--- src/rtl/pipe_step_pkg.sv ---
// Shared types and constants for the single-step pipeline sequencer.
// Optional display watchdog is enabled with macro PIPE_STEP_TIMEOUT_EN.
package pipe_step_pkg;

  localparam int unsigned CNT_W_DEF = 8;
  localparam int unsigned TO_W      = 16;

  // Last watchdog count value; REFRESH gives up after 2^TO_W - 1 cycles.
  localparam logic [TO_W-1:0] TO_LAST = TO_W'(16'hFFFE);

  typedef enum logic [2:0] {
    IDLE     = 3'd0,
    STEP     = 3'd1,
    SETTLE   = 3'd2,
    REFRESH  = 3'd3,
    RUN_WAIT = 3'd4
  } state_e;

endpackage

--- src/rtl/pipe_step_ctrl_rise_edge.sv ---
// Registered rising-edge detector: one-cycle pulse per low-to-high input transition.
module rise_edge (
  input  logic clk,
  input  logic rst_n,
  input  logic din,
  output logic pulse
);

  logic level_q, level_d;
  logic pulse_q, pulse_d;

  // Next values: remember the level, flag a new high.
  always_comb begin
    level_d = din;
    pulse_d = din & ~level_q;
  end

  // Edge-detect state flops.
  always_ff @(posedge clk) begin
    if (!rst_n) begin
      level_q <= 1'b0;
      pulse_q <= 1'b0;
    end else begin
      level_q <= level_d;
      pulse_q <= pulse_d;
    end
  end

  assign pulse = pulse_q;

endmodule

--- src/rtl/pipe_step_ctrl.sv ---
// Single-step / free-run sequencer for the 5-stage pipeline with LCD refresh handshake.
// Define PIPE_STEP_TIMEOUT_EN to add the REFRESH watchdog and the disp_timeout output.
module pipe_step_ctrl
  import pipe_step_pkg::*;
#(
  parameter int unsigned CNT_W      = CNT_W_DEF,
  parameter int unsigned RUN_PERIOD = 5000000,
  parameter int unsigned SETTLE_CYC = 4
) (
  input  logic             CCLK,
  input  logic             rst,
  input  logic             btn_step,
  input  logic             btn_run,
  input  logic             sw_change,
  input  logic [31:0]      pc,
  input  logic [31:0]      bp_addr,
  input  logic             bp_valid,
  input  logic             disp_ack,
  output logic             step_en,
  output logic             disp_req,
  output logic [CNT_W-1:0] clk_cnt,
  output logic             running,
`ifdef PIPE_STEP_TIMEOUT_EN
  output logic             disp_timeout,
`endif
  output logic             halted
);

  localparam int unsigned PER_W = (RUN_PERIOD > 2) ? $clog2(RUN_PERIOD) : 1;
  localparam int unsigned SET_W = (SETTLE_CYC > 1) ? $clog2(SETTLE_CYC) : 1;

  logic step_rise, run_rise;

  state_e           state_q, state_d;
  logic             step_en_q, step_en_d;
  logic             disp_req_q, disp_req_d;
  logic [CNT_W-1:0] cnt_q, cnt_d;
  logic             running_q, running_d;
  logic             halted_q, halted_d;
  logic             pending_q, pending_d;
  logic [PER_W-1:0] per_q, per_d;
  logic [SET_W-1:0] set_q, set_d;
`ifdef PIPE_STEP_TIMEOUT_EN
  logic [TO_W-1:0]  to_q, to_d;
  logic             timeout_q, timeout_d;
`endif

  rise_edge u_step_edge (.clk(CCLK), .rst_n(rst), .din(btn_step), .pulse(step_rise));
  rise_edge u_run_edge  (.clk(CCLK), .rst_n(rst), .din(btn_run),  .pulse(run_rise));

  // Next-state and registered-output logic of the sequencer.
  always_comb begin
    state_d    = state_q;
    step_en_d  = 1'b0;
    disp_req_d = disp_req_q;
    cnt_d      = cnt_q;
    running_d  = running_q;
    halted_d   = halted_q;
    pending_d  = pending_q;
    per_d      = per_q;
    set_d      = set_q;
`ifdef PIPE_STEP_TIMEOUT_EN
    to_d       = to_q;
    timeout_d  = timeout_q;
`endif

    // A single press is remembered while busy; extra presses collapse into it.
    if (step_rise && (state_q != IDLE)) pending_d = 1'b1;

    case (state_q)
      IDLE: begin
        if (run_rise) begin
          running_d = ~running_q;
          if (!running_q) halted_d = 1'b0;
        end
        if (step_rise || pending_q) begin
          state_d   = STEP;
          step_en_d = 1'b1;
          cnt_d     = cnt_q + CNT_W'(1);
          pending_d = 1'b0;
        end else if (running_d) begin
          state_d = RUN_WAIT;
          per_d   = '0;
        end else if (sw_change) begin
          state_d    = REFRESH;
          disp_req_d = 1'b1;
`ifdef PIPE_STEP_TIMEOUT_EN
          to_d       = '0;
`endif
        end
      end

      STEP: begin
        state_d = SETTLE;
        set_d   = '0;
      end

      SETTLE: begin
        if (set_q == SET_W'(SETTLE_CYC - 1)) begin
          if (running_q && bp_valid && (pc == bp_addr)) begin
            running_d = 1'b0;
            halted_d  = 1'b1;
          end
          state_d    = REFRESH;
          disp_req_d = 1'b1;
`ifdef PIPE_STEP_TIMEOUT_EN
          to_d       = '0;
`endif
        end else begin
          set_d = set_q + SET_W'(1);
        end
      end

      REFRESH: begin
        if (disp_ack) begin
          disp_req_d = 1'b0;
          state_d    = IDLE;
`ifdef PIPE_STEP_TIMEOUT_EN
        end else if (to_q == TO_LAST) begin
          disp_req_d = 1'b0;
          timeout_d  = 1'b1;
          state_d    = IDLE;
        end else begin
          to_d = to_q + TO_W'(1);
`endif
        end
      end

      RUN_WAIT: begin
        if (run_rise) begin
          running_d = 1'b0;
          state_d   = IDLE;
        end else if (per_q == PER_W'(RUN_PERIOD - 2)) begin
          state_d   = STEP;
          step_en_d = 1'b1;
          cnt_d     = cnt_q + CNT_W'(1);
          per_d     = '0;
        end else begin
          per_d = per_q + PER_W'(1);
        end
      end

      default: state_d = IDLE;
    endcase
  end

  // State and output registers with synchronous active-low reset.
  always_ff @(posedge CCLK) begin
    if (!rst) begin
      state_q    <= IDLE;
      step_en_q  <= 1'b0;
      disp_req_q <= 1'b0;
      cnt_q      <= '0;
      running_q  <= 1'b0;
      halted_q   <= 1'b0;
      pending_q  <= 1'b0;
      per_q      <= '0;
      set_q      <= '0;
`ifdef PIPE_STEP_TIMEOUT_EN
      to_q       <= '0;
      timeout_q  <= 1'b0;
`endif
    end else begin
      state_q    <= state_d;
      step_en_q  <= step_en_d;
      disp_req_q <= disp_req_d;
      cnt_q      <= cnt_d;
      running_q  <= running_d;
      halted_q   <= halted_d;
      pending_q  <= pending_d;
      per_q      <= per_d;
      set_q      <= set_d;
`ifdef PIPE_STEP_TIMEOUT_EN
      to_q       <= to_d;
      timeout_q  <= timeout_d;
`endif
    end
  end

  assign step_en  = step_en_q;
  assign disp_req = disp_req_q;
  assign clk_cnt  = cnt_q;
  assign running  = running_q;
  assign halted   = halted_q;
`ifdef PIPE_STEP_TIMEOUT_EN
  assign disp_timeout = timeout_q;
`endif

endmodule

--- config.mk ---
export PLATFORM = sky130hd
export DESIGN_NAME = pipe_step_ctrl
export DESIGN_NICKNAME = d
export VERILOG_FILES = /design/src/rtl/pipe_step_pkg.sv /design/src/rtl/pipe_step_ctrl_rise_edge.sv /design/src/rtl/pipe_step_ctrl.sv
export SDC_FILE = /design/constraint.sdc
export NUM_CORES = 1
export LEC_CHECK = 0
export CAP_MARGIN = 40
export CELL_PAD_IN_SITES_DETAIL_PLACEMENT = 1
export CELL_PAD_IN_SITES_GLOBAL_PLACEMENT = 1
export CORE_MARGIN = 3
export CORE_UTILIZATION = 37
export DETAILED_ROUTE_END_ITERATION = 8
export PLACE_DENSITY = 0.88
export RECOVER_POWER = 25
export SLEW_MARGIN = 20
export SYNTH_ARGS = -nofsm -noshare
export SYNTH_HDL_FRONTEND = slang
export SYNTH_SLANG_ARGS = --single-unit
--- constraint.sdc ---
create_clock -name CCLK -period 2.75 [get_ports CCLK]
set_input_delay 0.55 -clock CCLK [delete_from_list [all_inputs] [get_ports CCLK]]
set_output_delay 0.55 -clock CCLK [all_outputs]
set_load 0.02 [all_outputs]
* Yosys cells after proc, flatten, opt, wreduce, memory -nomap -nowiden
Index checks and enable logic that the tools add are counted.
** Storage, ports and cells
- Bits in registers :: 45
- Input bits :: 71
- Word-level logic and storage cells :: 105
** Operators by class
- Equality and inequality tests :: 23
- Reduce and logical (&&, ||, !) cells :: 18
- Add/subtract/negate cells :: 3
- Mux-type cells :: 43
- Bitwise logic cells :: 5
** Operators by type and width (number)
- two-way mux 23 bit :: 4
- one-hot mux 23 bit (2 select lines) :: 1
- == test 32 bit :: 1
- two-way mux 8 bit :: 3
- adder 23 x 1 -> 23 bit, second input constant :: 1
- == test 23 bit, second input constant :: 1
- inequality test 2 bit, second input constant :: 11
- two-way mux 3 bit :: 7
- two-way mux 1 bit :: 20
- one-hot mux 8 bit (2 select lines) :: 1
- AND reduction 4 bit :: 4
- one-hot mux 3 bit (5 select lines) :: 1
- nonzero test 3 bit :: 3
- adder 8 x 1 -> 8 bit, second input constant :: 1
- == test 3 x 2 -> 1 bit, second input constant :: 2
- inequality test 2 x 1 -> 1 bit, second input constant :: 3
- one-hot mux 1 bit (3 select lines) :: 2
- AND reduction 6 bit :: 1
- nonzero test 2 bit :: 3
- AND reduction 5 bit :: 1
- inequality test 4 x 3 -> 1 bit, second input constant :: 1
- one-hot mux 1 bit (2 select lines) :: 2
- one-hot mux 2 bit (2 select lines) :: 1
- == test 3 x 1 -> 1 bit, second input constant :: 1
- other kinds (11) :: 16

* Logic depth before layout (Yosys ltp)
- Depth in word-level cells :: 6
- Gate-level depth with buffers :: 8
- Mapped depth without buffers :: 7

* Modules after synthesis
From an unflattened synthesis, not the netlist that was laid out.
** Unflattened totals
- Cell total of the unflattened synthesis :: 322
- Area, all modules :: 2711.4 um2
** By module, submodules not included
- pipe_step_ctrl :: seq. area each 820.8 um2, cells an instance 314, instances 1, area an instance 2601.2 um2
- rise_edge :: seq. area each 40.0 um2, cells an instance 4, instances 2, area an instance 55.1 um2

* Worst setup path before layout
OpenSTA, ideal clock, no wires.
- Path kind :: flip-flop to flip-flop
- From :: reg running_q (netlist: running)
- To :: reg per_q[21]
- Slack :: 0.928 ns
- Library setup time :: 0.070 ns
- Path buffers :: 1
- Arrival :: 1.752 ns
- Cell stages (with the launch flop) :: 7
- Clock period less this slack :: 1.822 ns
- Data required time :: 2.680 ns
- Path through :: dfxtp_1 buf_4 xnor2_1 o31ai_2 nand3_1 or4_1 a21oi_1
** Between the ends
- Word-level cells in the longest chain between the ends :: 5
** RTL lines
- from (decl) :: RTL line pipe_step_ctrl.sv:38 : logic running_q, running_d;
- from (signal assigned) :: RTL line pipe_step_ctrl.sv:168 : running_q <= running_d;
- NOT 1 bit :: RTL line pipe_step_ctrl.sv:73 : running_d = ~running_q;
- two-way mux 1 bit * :: RTL line pipe_step_ctrl.sv:72 : if (run_rise) begin
- two-way mux 1 bit * :: RTL line pipe_step_ctrl.sv:70 : case (state_q)
- inequality test 2 x 1 -> 1 bit (no source line) *
- AND reduction 4 bit (no source line) *
- to (signal assigned) :: RTL line pipe_step_ctrl.sv:171 : per_q <= per_d;
- to (decl) :: RTL line pipe_step_ctrl.sv:41 : logic [PER_W-1:0] per_q, per_d;
Every way passes the cells marked *; elsewhere a longest branch is shown, timed or not. The select of a mux whose other input is x is not followed.
A chain may end at the register's enable or synchronous reset.

* Worst setup path after layout
- From :: reg per_q[10]
- To :: reg cnt_q[7] (netlist: clk_cnt[7])
** Between the ends
- Word-level cells in the longest chain between the ends :: 3
** RTL lines
- == test 23 bit :: RTL line pipe_step_ctrl.sv:133 : end else if (per_q == PER_W'(RUN_PERIOD - 2)) begin
- inequality test 2 bit (no source line)
- AND reduction 4 bit (no source line)
- to (signal assigned) :: RTL line pipe_step_ctrl.sv:167 : cnt_q <= cnt_d;
- to (decl) :: RTL line pipe_step_ctrl.sv:37 : logic [CNT_W-1:0] cnt_q, cnt_d;
No other way between the ends.

==> results.yml <==
clock_network:
  cts-resized-gates: 0
  cts_hold_buf: 0
  numCtsBuffers: 5
  cts.clk_slew.worst_paths_ns: 0.09
  cts.sinks: 45
  cts_tree: "yes"
  cts_buffer_depth: 2
  clock_latency_ns: 0.30
  cts_setup_buffers: 0
  cts-root-buf: "clkbuf_8"
  htree_levels: 2
critical_path:
  cpPeakStageDelay_ns: 0.62
  path_class: "flip-flop to flip-flop"
  worstReg2RegEnd: "clk_cnt[7]"
  start_kind: "flip-flop"
  r2r_start: "per_q[10]"
  cp.arrival_ns: 2.54
  endpoint_kind: "flip-flop"
  worstRegToRegCells: 6
  r2r_slack_ns: 0.45
  critical_path.cell_chain: "nor4b_1, nand3_1, a2bb2oi_1, clkbuf_4, or4_1, a21oi_1"
  cpMaxStageDelayCell: "nor4b_1"
  worstPathMaxFanout: 13
  crit_required_ns: 2.99
layout:
  drive_gt1_frac: 0.0575
  nNetsFinal: 474
  final_core_utilization: 0.531
  area_growth_pct: 36.1
  mostFrequentLayoutCells: "78 x clkdlybuf4s50_1, 49 x xnor2_1, 45 x dfxtp_1"
  antennaDiodeCount: 0
  final_common_cell: "clkdlybuf4s50_1"
power_and_ir_drop:
  p_leak_nw: 1.17
  power_mw: 1.73
  power_density_nw_per_um2: 468
  vdd_drop_max_mv: 0.220
hold_path:
  hp-class: "flip-flop to flip-flop"
  min_path_cells: 1
  min_from: "u_step_edge.level_q"
  holdPathEnd: "u_step_edge.pulse"
synth:
  yosysWarnings: 0
  syn_area_um2: 2720
  netlist_instances: 319
  synth_async_sr_flop_share: 0
  synth_flop_cell: "dfxtp_1"
  synth_edf_count: 0
  synth_fp_nets: 394
  yosysSeqAreaShare: 0.331
  avgSynthCellArea_um2: 8.54
  yosys.cell_types.count: 51
  ys_ff_latch: 45
timing:
  finalSetupTns_ns: 0
  holdWs_ns: 0.393
  slew_viol_final: 0
  min_period_ns: 2.30
  fin_crit_sh: 0.838
  rsz0062_at_grt: "false"
  worst_pin_slew_ns: 0.630
  fmax_ghz: 0.434
  finalSetupViolations: 0
  worst_slack_ns: 0.446
  fin_skew_ns: 0.0104
  finalHoldViolations: 0
  max_slew_margin: 0.574
place:
  place.gp.congestion: 0.782
  dpl.hpwl_um: 6500
  pre_cts_slack_ns: 0.473
  numPortBuffers: 82
floorplanning:
  core_area_um2: 6980
  rows: 30
  fp.dieW_um: 91.8
  die_h_um: 91.8
  ios: 83
  die_area_um2: 8430
  initial_utilization: 0.390
detailed_routing:
  via_count: 2686
  drt_iter0_drc: 189
  routedWlPerCell_um: 16.6
  dr.pass1.iters: 4
  routed_wl_um: 8250
  drc_errors: 0
  viasPerCell: 5.42
  antenna_left: 0
grt:
  track_usage: 0.193
  grt_pass1_wl_um: 13300
  overflow: 0
  antenna_found_initial: 0
  grt_max_degree: 24
  grt_pass1_vias: 2833
flow_run:
  max-cap-violations: 0
run_status:
  status: "completed"
-- per-stage QoR --
stage	cell area, um^2	instances
3_5_place_dp	3620	487
3_3_place_gp	3620	487
5_1_grt	3710	496
6_report	3710	496
2_1_floorplan	2720	319
4_1_cts	3710	495
-- critical path, delay by kind of cell, from the launching register on --
kind | cells | cell delay (ns)
AND/OR/NAND/NOR | 3 | 1.32
AO/OA/AOI/OAI | 2 | 0.32
buffers and inverters | 1 | 0.21
flip-flops | 1 | 0.39
-- power by group --
part	internal (mW)	switching (mW)	leakage (nW)	total [mW]
clock network	0.179	0.239	0.0374	0.418
logic	0.256	0.278	0.767	0.534
registers	0.695	0.0878	0.365	0.782
-- kinds of logic after synthesis --
family,Yosys count,share of synthesized area
adders and majority gates,4,0.0184
muxes,1,0.00367
DFF,45,0.331
buffers and inverters,20,0.0345
xor gates and xnor gates,55,0.177
and+or+nand+nor,142,0.309
AOI/OAI and AO/OA,52,0.127
-- how the worst max path moves through the flow --
stage	from	end	slack, ns	cells after the start
2_1_floorplan	running	per_q[21]	0.93	6
3_3_place_gp	u_run_edge.pulse	per_q[1]	0.64	6
3_5_place_dp	per_q[10]	clk_cnt[7]	0.47	5
4_1_cts	per_q[10]	clk_cnt[7]	0.44	5
5_1_grt	state_q[2]	clk_cnt[7]	0.35	6
6_report	per_q[10]	clk_cnt[7]	0.45	6
-- synth_stat cells, types with 7 or more instances --
master | number | area, um^2
nand4_1 | 20 | 125
xnor2_1 | 49 | 429
nand3_1 | 8 | 40.0
dfxtp_1 | 45 | 901
o21ai_0 | 11 | 55.1
nor3_1 | 9 | 45.0
inv_1 | 7 | 26.3
and2_1 | 7 | 43.8
a21oi_1 | 18 | 90.1
nand2_1 | 22 | 82.6
nor2_1 | 33 | 124
-- routing by layer --
metal / wire length (um) / vias up / GRT usage
li1: - / 1301 / -
met1: 3270 / 1287 / 0.215
met2: 4290 / 84 / 0.353
met3: 543 / 14 / 0.0492
met4: 137 / 0 / 0.0681
met5: 0 / - / 0
-- sequential cells by signal (all words and copies together), names as in the netlist --
signal               cells
u_step_edge.level_q      1
clk_cnt                  8
per_q                   23
step_en                  1
u_run_edge.pulse         1
disp_req                 1
pending_q                1
running                  1
u_run_edge.level_q       1
u_step_edge.pulse        1
halted                   1
set_q                    2
state_q                  3
-- area by class of cell --
| class | count | area [um^2] |
|---|---|---|
| Clock inverter | 2 | 15.0 |
| Timing Repair Buffer | 86 | 843 |
| Clock buffer | 6 | 72.6 |
| Sequential cell | 45 | 901 |
| Tap cell | 96 | 120 |
| Inverter | 7 | 26.3 |
| Multi-Input combinational cell | 254 | 1730 |
| Fill cell | 860 | 3270 |
Power figures use the tool's default switching activity.
